[config.mk]
export PLATFORM = sky130hd
export DESIGN_NAME = serial_rx_package
export DESIGN_NICKNAME = d
export VERILOG_FILES = /design/src/rtl/serial_rx_package.sv
export SDC_FILE = /design/constraint.sdc
export NUM_CORES = 1
export LEC_CHECK = 0
export ABC_AREA = 1
export BUFFER_PORTS_ARGS = -buffer_cell sky130_fd_sc_hd__buf_2
export CAP_MARGIN = 30
export CORE_ASPECT_RATIO = 0.9
export CORE_MARGIN = 2
export CORE_UTILIZATION = 39
export DETAILED_ROUTE_END_ITERATION = 8
export PLACE_DENSITY = 0.57
export SLEW_MARGIN = 20
export SYNTH_ARGS = -nofsm -noshare
export SYNTH_HDL_FRONTEND = slang
export SYNTH_SLANG_ARGS = --single-unit
[constraint.sdc]
create_clock -name clk -period 2.16 [get_ports clk]
set_clock_uncertainty 0.15 [all_clocks]
set_input_delay 0.216 -clock clk [delete_from_list [all_inputs] [get_ports clk]]
set_output_delay 0.216 -clock clk [all_outputs]
set_load 0.02 [all_outputs]
[src/rtl/serial_rx_package.sv]
`default_nettype none
// ============================================================================
// Module      : serial_rx_package
// Description : Asynchronous serial receiver that assembles 2^AddressWidth
//               words into one package and publishes it with a valid pulse.
// Revision    : 1.0 - initial release
// ============================================================================
module serial_rx_package #(
   parameter int AddressWidth     = 2,
   parameter int WordWidth        = 8,
   parameter int SerialTimerWidth = 8,
   parameter int BitPeriod        = 16
) (
   input  logic                                  clk,
   input  logic                                  rst,
   input  logic                                  rx,
   input  logic                                  ce,
   output logic [WordWidth*(2**AddressWidth)-1:0] data,
   output logic                                  valid,
   output logic                                  busy,
   output logic                                  frameError
);

   localparam int c_WORDS = 2 ** AddressWidth;
   localparam int c_PKG_W = WordWidth * c_WORDS;
   localparam int c_IDX_W = (AddressWidth > 0) ? AddressWidth : 1;
   localparam int c_CNT_W = $clog2(WordWidth + 1);

   localparam logic [SerialTimerWidth-1:0] c_HALF      = SerialTimerWidth'(BitPeriod / 2 - 1);
   localparam logic [SerialTimerWidth-1:0] c_FULL      = SerialTimerWidth'(BitPeriod - 1);
   localparam logic [SerialTimerWidth-1:0] c_TIMER_ONE = SerialTimerWidth'(1);
   localparam logic [c_CNT_W-1:0]          c_LAST_BIT  = c_CNT_W'(WordWidth - 1);
   localparam logic [c_CNT_W-1:0]          c_CNT_ONE   = c_CNT_W'(1);
   localparam logic [c_IDX_W-1:0]          c_LAST_IDX  = c_IDX_W'(c_WORDS - 1);
   localparam logic [c_IDX_W-1:0]          c_IDX_ONE   = c_IDX_W'(1);

   typedef enum logic [1:0] {
      IDLE  = 2'd0,
      START = 2'd1,
      DATA  = 2'd2,
      STOP  = 2'd3
   } state_t;

   state_t                      r_state;
   state_t                      w_stateNext;
   logic                        r_sync1;
   logic                        r_rxs;
   logic                        r_rxp;
   logic [SerialTimerWidth-1:0] r_timer;
   logic [SerialTimerWidth-1:0] w_timerNext;
   logic [c_CNT_W-1:0]          r_bitCnt;
   logic [WordWidth-1:0]        r_shift;
   logic [c_IDX_W-1:0]          r_index;
   logic [c_PKG_W-1:0]          r_pkg;
   logic [c_PKG_W-1:0]          w_pkgNext;
   logic                        w_sampleBit;
   logic                        w_sampleStop;
   logic                        w_timerDone;

   assign w_timerDone = (r_timer == '0);
   assign busy        = (r_state != IDLE) || (r_index != '0);

   always_ff @(posedge clk) begin
      if (rst) begin
         r_state <= IDLE;
         r_timer <= '0;
      end else begin
         r_state <= w_stateNext;
         r_timer <= w_timerNext;
      end
   end

   // Timer counts down to zero and parks there; every transition reloads it.
   always_comb begin
      w_stateNext  = r_state;
      w_timerNext  = w_timerDone ? '0 : (r_timer - c_TIMER_ONE);
      w_sampleBit  = 1'b0;
      w_sampleStop = 1'b0;
      case (r_state)
         IDLE: begin
            if (ce && r_rxp && !r_rxs) begin
               w_stateNext = START;
               w_timerNext = c_HALF;
            end
         end
         START: begin
            if (w_timerDone) begin
               if (r_rxs) begin
                  w_stateNext = IDLE;
                  w_timerNext = '0;
               end else begin
                  w_stateNext = DATA;
                  w_timerNext = c_FULL;
               end
            end
         end
         DATA: begin
            if (w_timerDone) begin
               w_sampleBit = 1'b1;
               w_timerNext = c_FULL;
               if (r_bitCnt == c_LAST_BIT) begin
                  w_stateNext = STOP;
               end
            end
         end
         STOP: begin
            if (w_timerDone) begin
               w_sampleStop = 1'b1;
               w_stateNext  = IDLE;
               w_timerNext  = '0;
            end
         end
         default: begin
            w_stateNext = IDLE;
            w_timerNext = '0;
         end
      endcase
   end

   // First word lands in the most significant slot, last word in the least.
   always_comb begin
      w_pkgNext = r_pkg;
      w_pkgNext[(c_WORDS - 1 - int'(r_index)) * WordWidth +: WordWidth] = r_shift;
   end

   always_ff @(posedge clk) begin
      if (rst) begin
         r_sync1    <= 1'b1;
         r_rxs      <= 1'b1;
         r_rxp      <= 1'b1;
         r_bitCnt   <= '0;
         r_shift    <= '0;
         r_index    <= '0;
         r_pkg      <= '0;
         data       <= '0;
         valid      <= 1'b0;
         frameError <= 1'b0;
      end else begin
         r_sync1 <= rx;
         r_rxs   <= r_sync1;
         r_rxp   <= r_rxs;
         valid   <= 1'b0;
         if (w_sampleBit) begin
            r_shift  <= WordWidth'({r_rxs, r_shift} >> 1);
            r_bitCnt <= (r_bitCnt == c_LAST_BIT) ? '0 : (r_bitCnt + c_CNT_ONE);
         end
         if (w_sampleStop) begin
            if (r_rxs) begin
               r_pkg <= w_pkgNext;
               if (r_index == c_LAST_IDX) begin
                  r_index    <= '0;
                  data       <= w_pkgNext;
                  valid      <= 1'b1;
                  frameError <= 1'b0;
               end else begin
                  r_index <= r_index + c_IDX_ONE;
               end
            end else begin
               r_index    <= '0;
               frameError <= 1'b1;
            end
         end
      end
   end

endmodule
`default_nettype wire

* Word-level counts from Yosys, hierarchy flattened
Cells that the tools add are included.
Word-level totals: register bits 93, output and inout bits 35, bits in latches 0, input bits 4, word-level logic and storage cells 69, ROM bits 0, memory bits (writable) 0, memories kept 0
Cells by class: multipliers 0, eq/ne operators 11, div/mod/pow operators 0, bitwise logic cells 2, reductions and logical operators 13, shift operators 2, magnitude comparators 0, multiplexer cells 24, add/subtract/negate cells 5
Operator list (count):
- 2-to-1 mux 8 bit | 5
- negation 6 -> 33 bit | 1
- variable shift 8 x 33 -> 32 bit (first input constant) | 1
- variable part select 8 x 33 -> 32 bit | 1
- bitwise mux 32 bit | 1
- case mux 8 bit (4 select lines) | 1
- 2-to-1 mux 2 bit | 8
- != test 2 bit (second input constant) | 5
- logical NOT 8 bit | 1
- 2-to-1 mux 4 bit | 2
- case mux 2 bit (4 select lines) | 1
- subtractor 8 x 1 -> 8 bit (second input constant) | 1
- == test 2 bit (second input constant) | 3
- 2-to-1 mux 1 bit | 6
- AND reduction 5 bit | 1
- adder 4 x 1 -> 4 bit (second input constant) | 1
- == test 4 x 3 -> 1 bit (second input constant) | 1
- AND reduction 2 bit | 2
- nonzero test 2 bit | 2
- AND reduction 3 bit | 1
- OR reduction 3 bit | 1
- subtractor 2 x 2 -> 3 bit (first input constant) | 1
- adder 2 x 1 -> 2 bit (second input constant) | 1
- == test 2 x 1 -> 1 bit (second input constant) | 1
- 6 further kinds | 8

* Depth between registers and ports, before layout
depth in word-level cells 5, gate-level depth with buffers 10, gate-level depth less buffers 10

* Worst setup path before layout
No wires, ideal clock.
path type register -> register, start point register r_index[0], end point register data[5], arrival time 1.712 ns, path slack 0.234 ns, required time 1.946 ns, cell stages (with the launch flop) 10, period minus slack after synthesis 1.926 ns, cells stage by stage dfxtp_1 > buf_2 > inv_1 > buf_2 > ha_1 > inv_1 > nand3_1 > o22ai_1 > nor2_1 > nor2_1
On the way: word-level cells in the longest chain between the ends 4, elaborated cells between the ends (all ways) 7, classes of those cells add/sub (2); eq/ne (1); shift (2); mux (1); reduce/logical (1)
RTL lines:
- start, declared | RTL line 53 | logic [c_IDX_W-1:0] r_index;
- start signal, assigned | RTL line 156 | r_index <= r_index + c_IDX_ONE;
- subtractor 2 x 2 -> 3 bit | RTL line 123 | w_pkgNext[(c_WORDS - 1 - int'(r_index)) * WordWidth +: WordWidth] = r_shift;
- negation 6 -> 33 bit | RTL line 123
- variable part select 8 x 33 -> 32 bit or variable shift 8 x 33 -> 32 bit (tied branches) | RTL line 123
- bitwise mux 32 bit | RTL line 123
- end signal, assigned | RTL line 152 | data <= w_pkgNext;
- end, declared | RTL line 18 | output logic [WordWidth*(2**AddressWidth)-1:0] data,
Parallel ways exist; a longest one is shown, timed or not. A chain may end at the register's enable or synchronous reset.

* Worst setup path in the final report
start point register r_index[1], end point register r_pkg[7]
On the way: word-level cells in the longest chain between the ends 4, elaborated cells between the ends (all ways) 5, classes of those cells add/sub (2); shift (2); mux (1)
RTL lines:
- subtractor 2 x 2 -> 3 bit * | RTL line 123
- negation 6 -> 33 bit * | RTL line 123
- variable part select 8 x 33 -> 32 bit or variable shift 8 x 33 -> 32 bit (tied branches) | RTL line 123
- bitwise mux 32 bit * | RTL line 123
- end signal, assigned | RTL line 149 | r_pkg <= w_pkgNext;
- end, declared | RTL line 54 | logic [c_PKG_W-1:0] r_pkg;
Mark *: on every way between the ends. The rest lies on a longest branch, timed or not.

==> results.cfg <==
[status]
status = complete, no violations

[logic_synthesis]
synth_area_per_cell_sq_um = 6.99
syn_inst = 611
ys.warnings.count = 0
synth-edff-count = 0
async_flop_share_pct = 0
synth.top_cells.by_count = nor2_1, inv_1, dfxtp_1
synth_most_common_cell = nor2_1
netlist_area_sq_um = 4270
ys_seq_elements = 93
synthFlopType = dfxtp_1
yosys.area.top_type = dfxtp_1
synth_cell_types = 27
synth.net_count = 623
synth.area.top_cells = dfxtp_1, nor2_1, inv_1
yosysSeqAreaShare_pct = 43.6
synth.top_cell.area_share_pct = 43.6

[grt]
grt_pass1_vias = 3451
antenna_found_initial = 0
grt_usage_pct = 18.0
grt_max_degree = 65
grt_pass1_wl_um = 16500
grt_overflow_total = 0

[clock_network]
insertion_delay_ns = 0.34
clkTransAtPathRegs_ns = 0.06
cts_tree = yes
cts_root_buf = clkbuf_16
cts_sinks = 93
htreeDepth = 3
cts_setup_buffers = 0
cts_buffer_depth = 2
cts_inserted_buffers = 9

[pwr]
p_sw_share_pct = 26.8
p_sw_mw = 1.02
pwr-share-clk_pct = 37.0
p_int_mw = 2.78
combPwrFrac_pct = 15.0
p_seq_share_pct = 47.9
power_density_nw_per_um2 = 785
irDropWorstVdd_mv = 0.378
leakage_nw = 2.36

[route]
final_antenna_net_count = 0
drt-total-wl_um = 9640
wl_per_cell_um = 12.4
drc = 0
drtPass1Iterations = 5
vias_per_cell = 4.69
num_vias = 3646
drtIter0Drc = 217

[finish]
final_area_sq_um = 4830
nNetsFinal = 654
fill_cells = 1137
diodes = 0
areaGrowthSynthToFinish_pct = 13.1
layout.cells.non_filler = 777
layout-drive-gt1-share_pct = 11.3

[timing]
worst_slack_ns = 0.205
rsz0062_at_grt = false
final.setup.tns_ns = 0
finalHoldViolations = 0
drv_slew = 0
max_slew_margin_pct = 59.9
tightest_slew_ns = 0.600
finalCriticalPeriod_ns = 1.96
holdWs_ns = 0.196
max_freq_ghz = 0.511
period_share_pct = 90.5
setup_violations = 0

[die]
start_util_pct = 39.7
ioPinCount = 39
coreArea_sq_um = 10800
fp-row-count = 36
die_area_sq_um = 11800
die_x_um = 114
die_h_um = 103

[placed_design]
hpwl_um = 6650
gp_congestion = 0.852
post-place-ws_ns = 0.216
place_area_sq_um = 4560
numPortBuffers = 38
place_inst = 763

[setup_path]
crit_type = flip-flop to flip-flop
crit_path_start_kind = flip-flop
path_max_fanout = 8
worst-r2r-setup-slack_ns = 0.20
critPathCaptureType = flip-flop
arrival_ns = 2.08
worst_ep_required_time_ns = 2.29

[min_path]
hold_class = primary input to flip-flop

[flow_run]
maxCapViolations = 0
[through the flow]
step                utilization (%)  total power [mW]
finish                         44.9              3.79
global route                   44.9              4.01
CTS                            44.8              3.85
detailed placement             42.3              2.43
global placement               42.3              2.42
floorplan                         -              2.32
[placed cells by master, fill, tap and decap left out]
| cell | Yosys | layout |
|---|---|---|
| a21oi_1 | 10 | 10 |
| buf_12 | 0 | 1 |
| buf_2 | 7 | 38 |
| buf_4 | 4 | 9 |
| clkbuf_1 | 14 | 1 |
| clkbuf_16 | 0 | 9 |
| clkbuf_8 | 0 | 1 |
| clkinv_1 | 1 | 1 |
| clkinv_2 | 0 | 1 |
| clkinvlp_4 | 0 | 1 |
| dfxtp_1 | 93 | 93 |
| dlygate4sd3_1 | 0 | 1 |
| ha_1 | 8 | 8 |
| inv_1 | 102 | 102 |
| inv_2 | 1 | 1 |
| nand2_1 | 91 | 91 |
| nand2_2 | 2 | 2 |
| nand2_4 | 1 | 1 |
| nand3_1 | 13 | 13 |
| nand4_4 | 1 | 1 |
| nor2_1 | 145 | 145 |
| nor2_2 | 1 | 1 |
| nor2_8 | 2 | 2 |
| nor3_1 | 3 | 3 |
| o211ai_1 | 1 | 1 |
| o21ai_0 | 48 | 48 |
| o21bai_1 | 17 | 17 |
| o22ai_1 | 32 | 31 |
| o22ai_2 | 0 | 1 |
| or2_2 | 4 | 4 |
| xnor2_1 | 1 | 1 |
| xor2_1 | 5 | 5 |
[power by group through the flow]
stage	combinational (mW)	clock, mW	sequential (mW)
final	0.571	1.40	1.82
after global routing	0.664	1.52	1.83
after CTS	0.577	1.46	1.82
after detailed placement	0.573	0	1.86
after global placement	0.561	0	1.85
after floorplan	0.472	0	1.85
[logic make-up after synthesis]
family / count (synthesis) / share of synthesized area, %
AO/OA/AOI/OAI: 108 / 14.7
XOR/XNOR: 6 / 1.23
adder cells (fa/ha/maj): 8 / 2.34
buffers and inverters: 133 / 12.8
flip-flops: 93 / 43.6
AND/OR/NAND/NOR: 263 / 25.4
[worst max-delay path: stages (launching register included)]
cell     delay [ns]
dfxtp_1        0.43
inv_1          0.09
ha_1           0.34
inv_1          0.11
nand3_1        0.28
o22ai_1        0.30
nor2_1         0.08
nor2_1         0.12
[per-layer routing]
| metal | part of all wire, % | up-vias | GRT usage, % |
|---|---|---|---|
| met4 | 1.2 | 0 | 5.63 |
| met5 | 0 | - | 0 |
| met1 | 50 | 1628 | 23.3 |
| met3 | 4.7 | 10 | 5.59 |
| li1 | - | 1936 | - |
| met2 | 44 | 72 | 28.9 |
[flip-flops by register name, indices dropped and copies added, names as in the netlist, named ones only]
register / flops
frameError: 1
r_pkg: 32
r_state: 1
r_rxs: 1
r_shift: 8
r_timer: 8
valid: 1
r_index: 2
data: 32
r_bitCnt: 4
r_rxp: 1
r_sync1: 1
[path summary, 6_finish.rpt]
path / from / to / depth (start not counted)
worst min register to register: r_sync1 / r_rxs / 1
worst max register to register: r_index[1] / r_pkg[7] / 7
worst min-delay path: rst / r_state[0] / 3
worst max-delay path: r_index[1] / r_pkg[7] / 7
[layout make-up]
class                      count  area (sq um)  area share (%)
sequential                    93          1860            38.6
clock buffer                  11           243            5.03
clock inverter                 2          12.5           0.259
tap                          133           166            3.45
timing repair buffer          49           288            5.96
inverter                     104           390            8.08
multi-input combinational    385          1870            38.7
[repair_timing]
action | 4_1_cts | 5_1_grt
endpoints found under the setup margin | 0 | 1
resized for setup | 0 | 1
endpoints found under the hold margin | 1 | 0
hold buffers | 1 | 0
(Power assumes the default switching activity.)
